File: src/rtl/VX_gpu_pkg.sv
// ----------------------------------------------------------------------------
// VX_gpu_pkg
//   Shared type and constant definitions for the vector operand sequencer:
//   register-file geometry, the scoreboard-to-operand-collector data struct,
//   the LMUL encoding and a clamp helper for the group-size field.
// ----------------------------------------------------------------------------
package VX_gpu_pkg;

    localparam int NUM_THREADS    = 4;
    localparam int NW_BITS        = 2;
    localparam int NR_BITS        = 6;
    localparam int PC_BITS        = 32;
    localparam int EX_BITS        = 2;
    localparam int INST_OP_BITS   = 4;
    localparam int INST_ARGS_BITS = 8;
    localparam int UUID_WIDTH     = 16;
    localparam int PERF_CTR_BITS  = 44;

    // LMUL is carried as log2 of the register-group size.
    localparam int LMUL_BITS = 3;
    localparam logic [LMUL_BITS-1:0] LMUL_1 = 3'd0;
    localparam logic [LMUL_BITS-1:0] LMUL_2 = 3'd1;
    localparam logic [LMUL_BITS-1:0] LMUL_4 = 3'd2;
    localparam logic [LMUL_BITS-1:0] LMUL_8 = 3'd3;

    typedef struct packed {
        logic [NW_BITS-1:0]        wis;
        logic [NUM_THREADS-1:0]    tmask;
        logic [PC_BITS-1:0]        PC;
        logic                      wb;
        logic [EX_BITS-1:0]        ex_type;
        logic [INST_OP_BITS-1:0]   op_type;
        logic [INST_ARGS_BITS-1:0] op_args;
        logic [NR_BITS-1:0]        rd;
        logic [NR_BITS-1:0]        rs1;
        logic [NR_BITS-1:0]        rs2;
        logic [NR_BITS-1:0]        rs3;
        logic [UUID_WIDTH-1:0]     uuid;
    } scoreboard_data_t;

    // Oversized group requests collapse to the largest supported group.
    function automatic logic [LMUL_BITS-1:0] lmul_clamp(
        input logic [LMUL_BITS-1:0] lmul,
        input logic [LMUL_BITS-1:0] max_log2
    );
        return (lmul > max_log2) ? max_log2 : lmul;
    endfunction

endpackage

File: src/rtl/vx_vector_opd_sequencer.sv
// ----------------------------------------------------------------------------
// vx_vector_opd_sequencer
//   Expands one vector instruction from the scoreboard into 2^lmul per-beat
//   micro-ops for the operand collector. Each beat carries the latched
//   instruction with rd/rs1/rs2/rs3 advanced by the beat index; register 0
//   is a "no operand" marker and is never advanced.
//
// Ports
//   clk, reset    : clock, synchronous active-high reset
//   in_valid/ready: instruction handshake from the scoreboard
//   in_data       : scoreboard data struct
//   in_lmul       : log2 group size (clamped to MAX_LMUL_LOG2)
//   out_valid/ready: micro-op handshake toward the operand collector
//   out_data      : per-beat micro-op
//   out_beat      : beat index within the group
//   out_sop/eop   : first / last beat of the group
//   busy          : a group is in flight
//   perf_stalls   : cycles with in_valid held off (zero when PERF_ENABLE=0)
// ----------------------------------------------------------------------------
module vx_vector_opd_sequencer
    import VX_gpu_pkg::*;
#(
    parameter            INSTANCE_ID   = "",
    parameter int        MAX_LMUL_LOG2 = 3,
    parameter bit        PERF_ENABLE   = 1'b1
) (
    input  logic                     clk,
    input  logic                     reset,
    input  logic                     in_valid,
    output logic                     in_ready,
    input  scoreboard_data_t         in_data,
    input  logic [LMUL_BITS-1:0]     in_lmul,
    output logic                     out_valid,
    input  logic                     out_ready,
    output scoreboard_data_t         out_data,
    output logic [MAX_LMUL_LOG2-1:0] out_beat,
    output logic                     out_sop,
    output logic                     out_eop,
    output logic                     busy,
    output logic [PERF_CTR_BITS-1:0] perf_stalls
);

    localparam int BEAT_W = MAX_LMUL_LOG2;
    localparam logic [LMUL_BITS-1:0] MAX_LMUL = LMUL_BITS'(MAX_LMUL_LOG2);

    typedef enum logic {
        ST_IDLE = 1'b0,
        ST_SEQ  = 1'b1
    } state_t;

    state_t              r_state;
    scoreboard_data_t    r_data;
    logic [LMUL_BITS-1:0] r_lmul;
    logic [BEAT_W-1:0]   r_beat;

    logic [BEAT_W-1:0]   w_beat_last;
    logic                w_in_fire;
    logic                w_out_fire;

    // The instance name only labels traces; keep it referenced.
    logic                w_unused_instance_id;
    assign w_unused_instance_id = ($bits(INSTANCE_ID) > 0);

    // Register index for a given beat: base+beat with silent wrap, except
    // that base 0 means "no operand" and stays 0.
    function automatic logic [NR_BITS-1:0] beat_reg(
        input logic [NR_BITS-1:0] base,
        input logic [BEAT_W-1:0]  beat
    );
        if (base == '0) begin
            return '0;
        end
        return base + NR_BITS'(beat);
    endfunction

    assign w_beat_last = BEAT_W'((32'd1 << r_lmul) - 32'd1);

    assign out_valid  = (r_state == ST_SEQ);
    assign busy       = (r_state == ST_SEQ);
    assign out_beat   = r_beat;
    assign out_sop    = (r_beat == '0);
    assign out_eop    = (r_beat == w_beat_last);

    // Accepting on the last beat's handshake lets groups run back-to-back.
    assign w_out_fire = out_valid && out_ready;
    assign in_ready   = (r_state == ST_IDLE) || (w_out_fire && out_eop);
    assign w_in_fire  = in_valid && in_ready;

    always_comb begin
        out_data     = r_data;
        out_data.rd  = beat_reg(r_data.rd,  r_beat);
        out_data.rs1 = beat_reg(r_data.rs1, r_beat);
        out_data.rs2 = beat_reg(r_data.rs2, r_beat);
        out_data.rs3 = beat_reg(r_data.rs3, r_beat);
    end

    // Control: FSM and beat counter.
    always_ff @(posedge clk) begin
        if (reset) begin
            r_state <= ST_IDLE;
            r_beat  <= '0;
        end else if (w_in_fire) begin
            r_state <= ST_SEQ;
            r_beat  <= '0;
        end else if (w_out_fire) begin
            if (out_eop) begin
                r_state <= ST_IDLE;
                r_beat  <= '0;
            end else begin
                r_beat  <= r_beat + BEAT_W'(1);
            end
        end
    end

    // Instruction payload; only meaningful while in SEQ, so not reset.
    always_ff @(posedge clk) begin
        if (w_in_fire) begin
            r_data <= in_data;
            r_lmul <= lmul_clamp(in_lmul, MAX_LMUL);
        end
    end

    generate
        if (PERF_ENABLE) begin : g_perf
            logic [PERF_CTR_BITS-1:0] r_perf_stalls;

            // Free-running wrap is intended; the counter never saturates.
            always_ff @(posedge clk) begin
                if (reset) begin
                    r_perf_stalls <= '0;
                end else if (in_valid && !in_ready) begin
                    r_perf_stalls <= r_perf_stalls + PERF_CTR_BITS'(1);
                end
            end

            assign perf_stalls = r_perf_stalls;
        end else begin : g_no_perf
            assign perf_stalls = '0;
        end
    endgenerate

endmodule

File: config.mk
export PLATFORM = sky130hd
export DESIGN_NAME = vx_vector_opd_sequencer
export DESIGN_NICKNAME = d
export VERILOG_FILES = /design/src/rtl/VX_gpu_pkg.sv /design/src/rtl/vx_vector_opd_sequencer.sv
export SDC_FILE = /design/constraint.sdc
export NUM_CORES = 1
export LEC_CHECK = 0
export ABC_AREA = 0
export BUFFER_PORTS_ARGS = -buffer_cell sky130_fd_sc_hd__buf_4
export CORE_UTILIZATION = 51
export CTS_CLUSTER_DIAMETER = 60
export DETAILED_ROUTE_END_ITERATION = 6
export PLACE_DENSITY = 0.84
export SLEW_MARGIN = 20
export SYNTH_ARGS = -nofsm -noshare
export SYNTH_HDL_FRONTEND = slang
export SYNTH_SLANG_ARGS = --single-unit
File: constraint.sdc
create_clock -name clk -period 11.35 [get_ports clk]
set_clock_uncertainty 0.1 [all_clocks]
set_input_delay 2.27 -clock clk [delete_from_list [all_inputs] [get_ports clk]]
set_output_delay 2.27 -clock clk [all_outputs]
set_load 0.05 [all_outputs]
# Word level (Yosys, flattened, before mapping)
# Cells that the tools add are included.
# totals
elab_cells	58
regBits	144
out_inout_bits	145
in_bits	100
# classes
magnitude_cmp	1
n_eq_ne	1
n_mux	16
n_addsub	7
reduce_logical	15
bitwise_logic	1
shift	1
# op_table
cell	count
$mux 6	8
$add 44x1->44 const B	1
$add 6x3->6	4
$logic_not 6->1	4
$mux 1	7
$logic_and 1x1->1	4
$reduce_bool 2->1	2
$add 3x1->3 const B	1
$eq 3x3->1	1
$gt 3x2->1 const B	1
$logic_not 3->1	1
$mux 3	1
$shl 1x3->3 const A	1
$sub 3x1->3 const B	1
$reduce_and 2->1	1
$reduce_or 2->1	1
$logic_not 1->1	1
$logic_or 1x1->1	1
$not 1->1	1

# Depth between registers and ports, before layout
# Gate-level depths: netlist of the first run.
# logic_depth
ltp_word	8
depth_mapped	8
mapped_depth_nobuf	7

# Worst setup path before layout of the first run
# Ideal clock, no wire load.
# synth_timing
kind	in2reg
from	input port out_ready
to	register r_data, in the netlist out_data[0] (enable)
path_stages	4
required_time_ns	10.784
arrival_ns	5.770
slack_ns	5.014
setup_ns	0.466
path_buffers	1
path_cell_list	o211ai_2 buf_4 o21ai_1 and2_1
# synth_between
elab_chain_cells	4
# synth_rtl
item	line_no	source
start, declared	vx_vector_opd_sequencer.sv:34	input logic out_ready,
$logic_and 1x1->1	vx_vector_opd_sequencer.sv:85	assign w_out_fire = out_valid && out_ready;
$logic_and 1x1->1	vx_vector_opd_sequencer.sv:86	assign in_ready = (r_state == ST_IDLE) || (w_out_fire && out_eop);
$logic_or 1x1->1	vx_vector_opd_sequencer.sv:86	
named net in_ready	vx_vector_opd_sequencer.sv:30	output logic in_ready,
$logic_and 1x1->1	vx_vector_opd_sequencer.sv:87	assign w_in_fire = in_valid && in_ready;
named net w_in_fire	vx_vector_opd_sequencer.sv:57	logic w_in_fire;
end signal, assigned	vx_vector_opd_sequencer.sv:118	r_data <= in_data;
end, declared	vx_vector_opd_sequencer.sv:52	scoreboard_data_t r_data;
# The timed path passes the listed nets, and every way through them passes these cells.
# A chain may end at the register's enable or synchronous reset.

# Worst setup path after layout of the first run
# layout_timing
from	input port out_ready
to	output port in_ready
# layout_between
elab_chain_cells	3
# layout_rtl
item	line_no
$logic_and 1x1->1	vx_vector_opd_sequencer.sv:85
$logic_and 1x1->1	vx_vector_opd_sequencer.sv:86
$logic_or 1x1->1	vx_vector_opd_sequencer.sv:86
end, declared	vx_vector_opd_sequencer.sv:30
# No other way between the ends.

==> metrics, run 1 <==
syn_area_per_cell=about 12 sq um; Synth area leader=edfxtp_1; Pint=962 uW; fillcell total=about 880; first-pass GRT wire length=between 20000 and 25000 um; hold_buf cts=0; n_diodes=0; Setup Crit Path Kind=in2out; PwrDens=~150 nW/um^2; Synth Cell Area=between 6000 and 7000 sq um; GRT Total Usage=~25%; post-DP HPWL=between 10000 and 15000 um; # rows=40; total core area=approximately 12000 sq um; vias per inst=around 5.4; synth unique cells=50; # DRC=0; largest cells by area after synthesis=edfxtp_1 (44%), dfxtp_1 (15%), buf_4 (8.2%); Hold Crit Depth=2; sequential share of power=between 40% and 50%; die height=approximately 120 um; CTS tree=done; startpoint type of the worst setup path=input pin; Num Clock Sinks=144; synthesized net count=668; Async SR Flop Fraction=0%; top-area cell type share of the netlist area=about 44%; top post-synthesis cells by count=edfxtp_1 (96), buf_4 (71), dfxtp_1 (48); placer congestion estimate=between 0.7 and 0.8; fmax=roughly 0.18 GHz; ratio of cells with drive above 1 in the final layout=39.4%; Hold Fails Final Rpt=0; Crit. End Element=output port; Setup Viol. Count Final=0; most frequent cell after synthesis=edfxtp_1; WL/cell=18.3 um; worst-case hold path end point=perf_stalls[43]; flop2flop setup slack=7.72 ns; Data required, critical path=8.98 ns; Worst EP arrival=3.33 ns; slew margin rel.=approximately two fifths; ANT nets after route=0; Hold Crit Start=perf_stalls[43]; vias in the first global route=4714; Clock Pin Slew Worst Setup and Hold Paths=approximately 0.060 ns; maximum vdd drop=around 100 uV; root buffer cell=clkbuf_16; PostCTS Resize Cnt=0; actual slew at the worst max-slew pin=~0.89 ns; Initial DRT Pass Iterations=5; Lkg Pwr=0.00346 uW; area grow syn2layout=31.5%; port buffer count=~240; Worst Hold Class=reg2reg; area occupied by multi-input gates=about 2000 sq um; power share of the clock group=between 40% and 50%; hold slack=roughly 0.40 ns; FF-to-FF path depth=7; largest net degree at the start of global routing=99; setup TNS=0 ns; Post-synth EDFFs=96; reg-to-reg critical path startpoint=r_lmul[1]; Starting Density=around 53%; max-cap viol count=0; io pins=approximately 250; clk buf depth=2; crit-path max FO=15; Yosys reg bits=between 100 and 150; routed via count=about 4900; number of CTS-inserted buffers=17; final slew viol count=0; Post-Synthesis Cells=548; post-layout min period=between 5 and 6 ns; dominant synthesized flop cell=edfxtp_1; Seq/Total Area, Yosys=roughly three fifths; crit share post-route=about half; RSZ-0062 raised after global routing=no; Yosys warning total=0; status=complete, no violations; worst skew pair latency=about 0.42 ns; Setup Buffers After CTS=0; Die Wd=~120 um; initial antenna violation count=0; worst reg2reg endpoint=out_data[59]; Routed WL=between 15000 and 20000 um; global route overflow=0; initial DRC count=383; die area=~13000 sq um; Sw Share=26.1%; register area=a little under 4000 sq um; NumNets Final=851; H-tree Lvls=4; Switch Pwr=roughly 340 uW; Comb pwr share=13.0%
==> placed cells by master (no fill, tap or decap), types with 2 or more instances in the layout <==
| cell | instances |
|---|---|
| o211ai_2 | 3 |
| ha_1 | 16 |
| fa_1 | 4 |
| or3_1 | 28 |
| dfxtp_1 | 48 |
| inv_1 | 17 |
| and2_1 | 2 |
| or3b_2 | 2 |
| or2_2 | 2 |
| clkinvlp_4 | 5 |
| clkinvlp_2 | 2 |
| o211a_2 | 2 |
| buf_4 | 244 |
| nor3_1 | 11 |
| o2111ai_1 | 6 |
| a211oi_1 | 2 |
| nand2_1 | 24 |
| o21ai_0 | 16 |
| clkbuf_16 | 17 |
| nor2b_1 | 14 |
| and4_1 | 2 |
| nand4_1 | 8 |
| o211ai_1 | 6 |
| xnor2_1 | 8 |
| nor2_1 | 32 |
| a21o_1 | 4 |
| nand4_2 | 2 |
| a21oi_1 | 34 |
| and3_1 | 4 |
| clkinv_2 | 2 |
| or4_1 | 7 |
| edfxtp_1 | 96 |
| o21ai_1 | 17 |
| nand3_1 | 13 |
| xor2_1 | 19 |
| clkinv_4 | 3 |
| bufinv_16 | 2 |
==> worst max-delay path by stage <==
| stage | startpoint | endpoint | slack (ns) | cells past startpoint |
|---|---|---|---|---|
| after floorplan | out_ready | out_data[0] | 5.01 | 4 |
| after global placement | out_ready | in_ready | 5.76 | 4 |
| after detailed placement | out_ready | in_ready | 5.70 | 4 |
| after CTS | out_ready | in_ready | 5.68 | 4 |
| after global routing | out_ready | in_ready | 5.61 | 4 |
| final | out_ready | in_ready | 5.65 | 4 |
==> kinds of logic after synthesis <==
| group | share of synthesized area, % |
|---|---|
| simple gates | 13.5 |
| compound gates | 9.39 |
| buf+inv | 9.79 |
| mux | 0.154 |
| other cells | 0.0575 |
| fa+ha+maj | 4.30 |
| xor+xnor | 3.88 |
| flops | 59.0 |
==> area by class of cell <==
type / count / area share (%)
flip-flops and latches: 144 / 44.8
multi-input cells: 306 / 23.8
repair buffers: 245 / 21.5
clock buffers: 18 / 5.01
well taps: 168 / 2.45
clock inverters: 14 / 1.68
inverters: 17 / 0.744
==> stage by stage <==
step	cell area, sq um	utilization [%]	power (uW)	cells	worst slack, ns
2_1_floorplan	6520	-	722	548	5.01
3_3_place_gp	8000	65.5	769	880	5.76
3_5_place_dp	8000	65.5	774	880	5.70
4_1_cts	8570	70.2	1310	912	5.68
5_1_grt	8570	70.2	1340	912	5.61
6_report	8570	70.2	1300	912	5.65
==> layer usage <==
layer / track usage [%] / up-vias / part of all wire (%)
li1: - / 2296 / -
met1: 26.2 / 2352 / 35
met2: 44.3 / 216 / 53
met3: 10.0 / 34 / 9.8
met4: 10.7 / 0 / 2.3
met5: 0 / - / 0
==> sequential cells by signal, summed over array words and instances, names as in the netlist <==
| register | count |
|---|---|
| busy | 1 |
| out_beat | 3 |
| out_data | 69 |
| perf_stalls | 44 |
| r_data | 24 |
| r_lmul | 3 |
==> worst max-delay path, stage by stage <==
cell and delay [ns]:
buf_4 0.11, o211ai_2 0.29, o21ai_1 0.39, buf_4 0.27
==> power groups by stage <==
stage | registers [uW] | logic [uW] | clock network [uW]
2_1_floorplan | 606 | 116 | 0
3_3_place_gp | 604 | 165 | 0
3_5_place_dp | 606 | 169 | 0
4_1_cts | 595 | 170 | 544
5_1_grt | 596 | 177 | 567
6_report | 595 | 170 | 538
Power figures use the tool's default switching activity.
==> run 2, diff against run 1 <==
--- a/config.mk
+++ b/config.mk
@@ -7,10 +7,10 @@
 export LEC_CHECK = 0
 export ABC_AREA = 0
 export BUFFER_PORTS_ARGS = -buffer_cell sky130_fd_sc_hd__buf_4
-export CORE_UTILIZATION = 51
+export CORE_UTILIZATION = 49
 export CTS_CLUSTER_DIAMETER = 60
 export DETAILED_ROUTE_END_ITERATION = 6
-export PLACE_DENSITY = 0.84
+export PLACE_DENSITY = 0.82
 export SLEW_MARGIN = 20
 export SYNTH_ARGS = -nofsm -noshare
 export SYNTH_HDL_FRONTEND = slang
==> constraint.sdc (replaced) <==
create_clock -name clk -period 5.9 [get_ports clk]
set_clock_uncertainty 0.1 [all_clocks]
set_input_delay 1.18 -clock clk [delete_from_list [all_inputs] [get_ports clk]]
set_output_delay 1.18 -clock clk [all_outputs]
set_load 0.05 [all_outputs]
==> metrics, run 2 (synthesis gave the netlist of run 1 again) <==
status=complete, no violations; first-pass GRT wire length=24700 um; Routed WL=~16000 um; Clock Pin Slew Worst Setup and Hold Paths=roughly 0.06 ns; largest net degree at the start of global routing=62; Num Clock Sinks=approximately 140; NumNets Final=~850; FF-to-FF path depth=7; Data required, critical path=4.62 ns; reg-to-reg critical path startpoint=r_lmul[1]; io pins=around 250; Post-Layout Cell Count=about 900; H-tree Lvls=4; final slew viol count=0; routed via count=just under 5000; PostCTS Resize Cnt=0; Hold Fails Final Rpt=0; Die Wd=117 um; Worst Hold Class=reg2reg; final core occ=about 67%; Starting Density=slightly above 50%; worst reg2reg endpoint=out_data[72]; ANT nets after route=0; WL/cell=between 15 and 20 um; die area=approximately 14000 sq um; ratio of cells with drive above 1 in the final layout=39.1%; number of CTS-inserted buffers=17; fillcell total=973; CTS tree=done; Crit. End Element=output port; initial DRC count=between 300 and 400; Worst EP arrival=2.84 ns; Lkg Pwr=about 0.0034 uW; crit-path max FO=15; most frequent cells in the layout=buf_4 (245), edfxtp_1 (96), dfxtp_1 (48); hold_buf cts=0; # DRC=0; Setup Crit Path Kind=reg2out; Setup Buffers After CTS=0; RSZ-0062 raised after global routing=no; actual slew at the worst max-slew pin=just over 0.8 ns; global route overflow=0; Hold Crit Depth=2; area grow syn2layout=30.8%; worst-case hold path end point=perf_stalls[43]; vias in the first global route=4691; PwrDens=roughly 280 nW/um^2; post-layout min period=between 4 and 5 ns; max-cap viol count=0; flop2flop setup slack=about 2 ns; Power Total=~2400 uW; Setup Viol. Count Final=0; crit share post-route=between 60% and 70%; placer congestion estimate=around 0.82; vias per inst=roughly 5.3; die height=about 120 um; startpoint type of the worst setup path=flop; maximum vdd drop=between 150 and 200 uV; number of flip-flops in the largest register=69; Initial DRT Pass Iterations=4; Placed Instances=884; post-DP HPWL=11800 um; GRT Total Usage=between 20% and 30%; n_diodes=0; worst skew pair latency=a little over 0.4 ns; total core area=approximately 13000 sq um; initial antenna violation count=0; Hold Crit Start=perf_stalls[43]; clk buf depth=2; commonest non-fill, non-tap cell in the layout=buf_4; root buffer cell=clkbuf_16; setup TNS=0 ns; fmax=0.243 GHz; # rows=41; slew margin rel.=a little under half; port buffer count=roughly 240
==> run 2: cell types whose count changed in the layout (fill, tap and decap cells not counted) <==
cell and change:
buf_4 +1, buf_6 -1, bufinv_16 -2, clkbuf_1 +1
clkinv_1 +1, clkinv_2 +1, clkinv_4 -1, clkinvlp_2 -2
inv_6 +2
==> run 2: layer usage <==
| layer | vias to the layer above | global-route usage, % | wire length [um] |
|---|---|---|---|
| li1 | 2290 | - | - |
| met3 | 27 | 7.20 | 1090 |
| met1 | 2348 | 24.9 | 5830 |
| met4 | 0 | 9.09 | 356 |
| met2 | 185 | 42.7 | 8690 |
| met5 | - | 0 | 0 |
==> run 2: where the power goes <==
group	leakage [uW]	internal, uW	switching [uW]
Combinational	0.00190	108	216
Clock	0.000243	536	404
Sequential	0.00130	1120	18.7
Total	0.00344	1770	639
==> run 2: how the worst max path moves through the flow <==
stage                          from      endpoint  cells after the start
after global routing      r_lmul[1]      in_ready                      6
after CTS                 r_lmul[1]      in_ready                      6
after global placement    r_lmul[1]  out_data[11]                      7
after detailed placement  r_lmul[1]  out_data[49]                      7
after floorplan           r_lmul[1]   out_data[0]                      7
final                     r_lmul[1]      in_ready                      6
==> run 2: area by class of cell <==
class                      instances  area, sq um  share of cell area (%)
timing repair buffer             245         1840                    21.6
multi-input combinational        306         2040                    23.9
tap                              172          215                    2.52
sequential                       144         3840                    45.1
clock inverter                    13         91.3                    1.07
clock buffer                      19          433                    5.08
inverter                          17         63.8                   0.749
==> run 2: stage by stage <==
stage	hold WS [ns]	cell area, sq um	setup slack [ns]
2_1_floorplan	0.608	6520	0.361
3_3_place_gp	0.381	8000	2.17
3_5_place_dp	0.391	8000	2.02
5_1_grt	0.417	8520	1.57
6_report	0.398	8520	1.78
4_1_cts	0.401	8520	1.76
==> run 2: worst max-delay path, cell delays in order, from the launching register on <==
cell      delay (ns)
edfxtp_1        0.43
or3b_2          0.49
ha_1            0.31
xor2_1          0.27
o211ai_2        0.34
o21ai_1         0.34
buf_4           0.26
==> run 3, diff against run 2 <==
--- a/config.mk
+++ b/config.mk
@@ -7,10 +7,10 @@
 export LEC_CHECK = 0
 export ABC_AREA = 0
 export BUFFER_PORTS_ARGS = -buffer_cell sky130_fd_sc_hd__buf_4
-export CORE_UTILIZATION = 49
+export CORE_UTILIZATION = 45
 export CTS_CLUSTER_DIAMETER = 60
 export DETAILED_ROUTE_END_ITERATION = 6
-export PLACE_DENSITY = 0.82
+export PLACE_DENSITY = 0.79
 export SLEW_MARGIN = 20
 export SYNTH_ARGS = -nofsm -noshare
 export SYNTH_HDL_FRONTEND = slang
==> constraint.sdc (replaced) <==
create_clock -name clk -period 3.3 [get_ports clk]
set_clock_uncertainty 0.1 [all_clocks]
set_input_delay 0.66 -clock clk [delete_from_list [all_inputs] [get_ports clk]]
set_output_delay 0.66 -clock clk [all_outputs]
set_load 0.05 [all_outputs]
==> metrics, run 3 (synthesis gave the netlist of run 1 again) <==
status=complete, no violations; CP max-delay cell=or3b_2; Crit. End Element=output port; # rows=43; vias per inst=approximately 5.2; max-cap viol count=0; crit share post-route=a little over nine tenths; Setup Viol. Count Final=0; post-layout min period=approximately 3.2 ns; ratio of cells with drive above 1 in the final layout=around two fifths; cell area after layout=between 8000 and 9000 sq um; slew margin rel.=45.2%; Starting Density=46.6%; Hold Fails Final Rpt=0; number of flip-flops in the largest register=between 60 and 70; Post-Place Setup Slack=~0.29 ns; # DRC=0; critical path cell sequence=or3b_2 > ha_2 > xnor2_4 > o211a_4 > o21ai_4 > buf_6; Die Wd=~120 um; Clock Pin Slew Worst Setup and Hold Paths=roughly 0.06 ns; Final WS setup=0.0866 ns; vias in the first global route=about 4700; final slew viol count=0; initial antenna violation count=0; CTS tree=done; NumNets Final=between 800 and 900; Power Total=4510 uW; largest net degree at the start of global routing=50; GRT Total Usage=21.6%; Routed WL=approximately 16000 um; clk buf depth=2; worst skew pair latency=around 0.42 ns; total core area=between 10000 and 15000 sq um; worst-case hold path end point=out_data[83]; port buffer count=244; number of CTS-inserted buffers=17; Lkg Pwr=0.00358 uW; initial DRC count=~360; RSZ-0062 raised after global routing=no; Hold Crit Start=in_data[83]; Num Clock Sinks=144; root buffer cell=clkbuf_16; crit-path max FO=7; FF-to-FF path depth=8; Data required, critical path=around 2.5 ns; actual slew at the worst max-slew pin=around 0.82 ns; ANT nets after route=0; most frequent cells in the layout=buf_4 (252), edfxtp_1 (96), dfxtp_1 (47); Hold Crit Depth=1; fmax=0.311 GHz; placer congestion estimate=0.794; area grow syn2layout=35.5%; Critical Path Max Stage Delay=just under 0.5 ns; WL/cell=~18 um; final core occ=a little over three fifths; post-DP HPWL=approximately 12000 um; Setup Crit Path Kind=reg2out; Post-Place Cell Area=between 8000 and 9000 sq um; die area=between 10000 and 15000 sq um; routed via count=just under 5000; die height=122 um; flop2flop setup slack=about 0.41 ns; PwrDens=511 nW/um^2; reg-to-reg critical path startpoint=r_lmul[1]; Initial DRT Pass Iterations=6; commonest non-fill, non-tap cell in the layout=buf_4; worst reg2reg endpoint=perf_stalls[32]; global route overflow=0; H-tree Lvls=4; maximum vdd drop=about 310 uV; Worst EP arrival=around 2.5 ns; startpoint type of the worst setup path=flop; io pins=about 250; Worst Hold Class=in2reg; n_diodes=0; first-pass GRT wire length=roughly 24000 um
run 3: cell count changes in the layout (fill, tap and decap cells not counted), sizes merged:
cell,delta
clkbuf,-1
clkinv,+4
inv,-1
bufinv,+2
clkinvlp,-4
buf,+12
run 3: layout make-up:
class                   instances  area, sq um
fillers                      1049         5160
flip-flops and latches        144         3840
clock inverters                14          143
inverters                      17         63.8
multi-input cells             306         2150
repair buffers                257         1970
well taps                     180          225
clock buffers                  18          429
run 3: worst max path at each step:
stage	startpoint	endpoint	slack, ns	depth (start not counted)
2_1_floorplan	r_lmul[1]	out_data[0]	-0.20	7
3_3_place_gp	r_lmul[1]	in_ready	0.40	6
3_5_place_dp	r_lmul[1]	perf_stalls[33]	0.29	7
4_1_cts	r_lmul[1]	in_ready	0.002	6
5_1_grt	r_lmul[1]	in_ready	0.005	6
6_report	r_lmul[1]	in_ready	0.09	6
run 3: per-stage QoR:
| stage | setup TNS [ns] | cells | hold slack (ns) |
|---|---|---|---|
| after global placement | 0 | 897 | 0.381 |
| after detailed placement | 0 | 897 | 0.392 |
| after floorplan | -19.10 | 548 | 0.608 |
| after CTS | 0 | 930 | 0.294 |
| final | 0 | 936 | 0.312 |
| after global routing | 0 | 936 | 0.291 |
run 3: layer usage:
metal | share of wire [%] | vias to the layer above | GRT usage, %
met5 | 0 | - | 0
met4 | 1.9 | 0 | 9.45
met3 | 8.1 | 25 | 7.06
met2 | 53 | 177 | 39.2
met1 | 37 | 2340 | 22.8
li1 | - | 2319 | -
run 3: report_power, final:
group          switching [uW]  internal [uW]
clock                     745           1110
combinational             395            214
sequential               36.8           2010
total                    1180           3330
run 3: worst max-delay path: cells and delay by family (launching register included):
| family | cells | cell delay, ns |
|---|---|---|
| and+or+nand+nor | 1 | 0.49 |
| xor gates and xnor gates | 1 | 0.19 |
| buffers and inverters | 1 | 0.19 |
| adders and majority gates | 1 | 0.22 |
| DFF | 1 | 0.43 |
| AOI/OAI and AO/OA | 2 | 0.52 |
run 3: what timing repair did:
| action | 4_1_cts | 5_1_grt |
|---|---|---|
| resized for setup | 6 | 3 |
| setup endpoints to repair | 5 | 2 |
| cloned | 0 | 0 |
| hold buffers | 0 | 0 |
| pin swaps | 3 | 4 |
| buffers inserted | 1 | 6 |
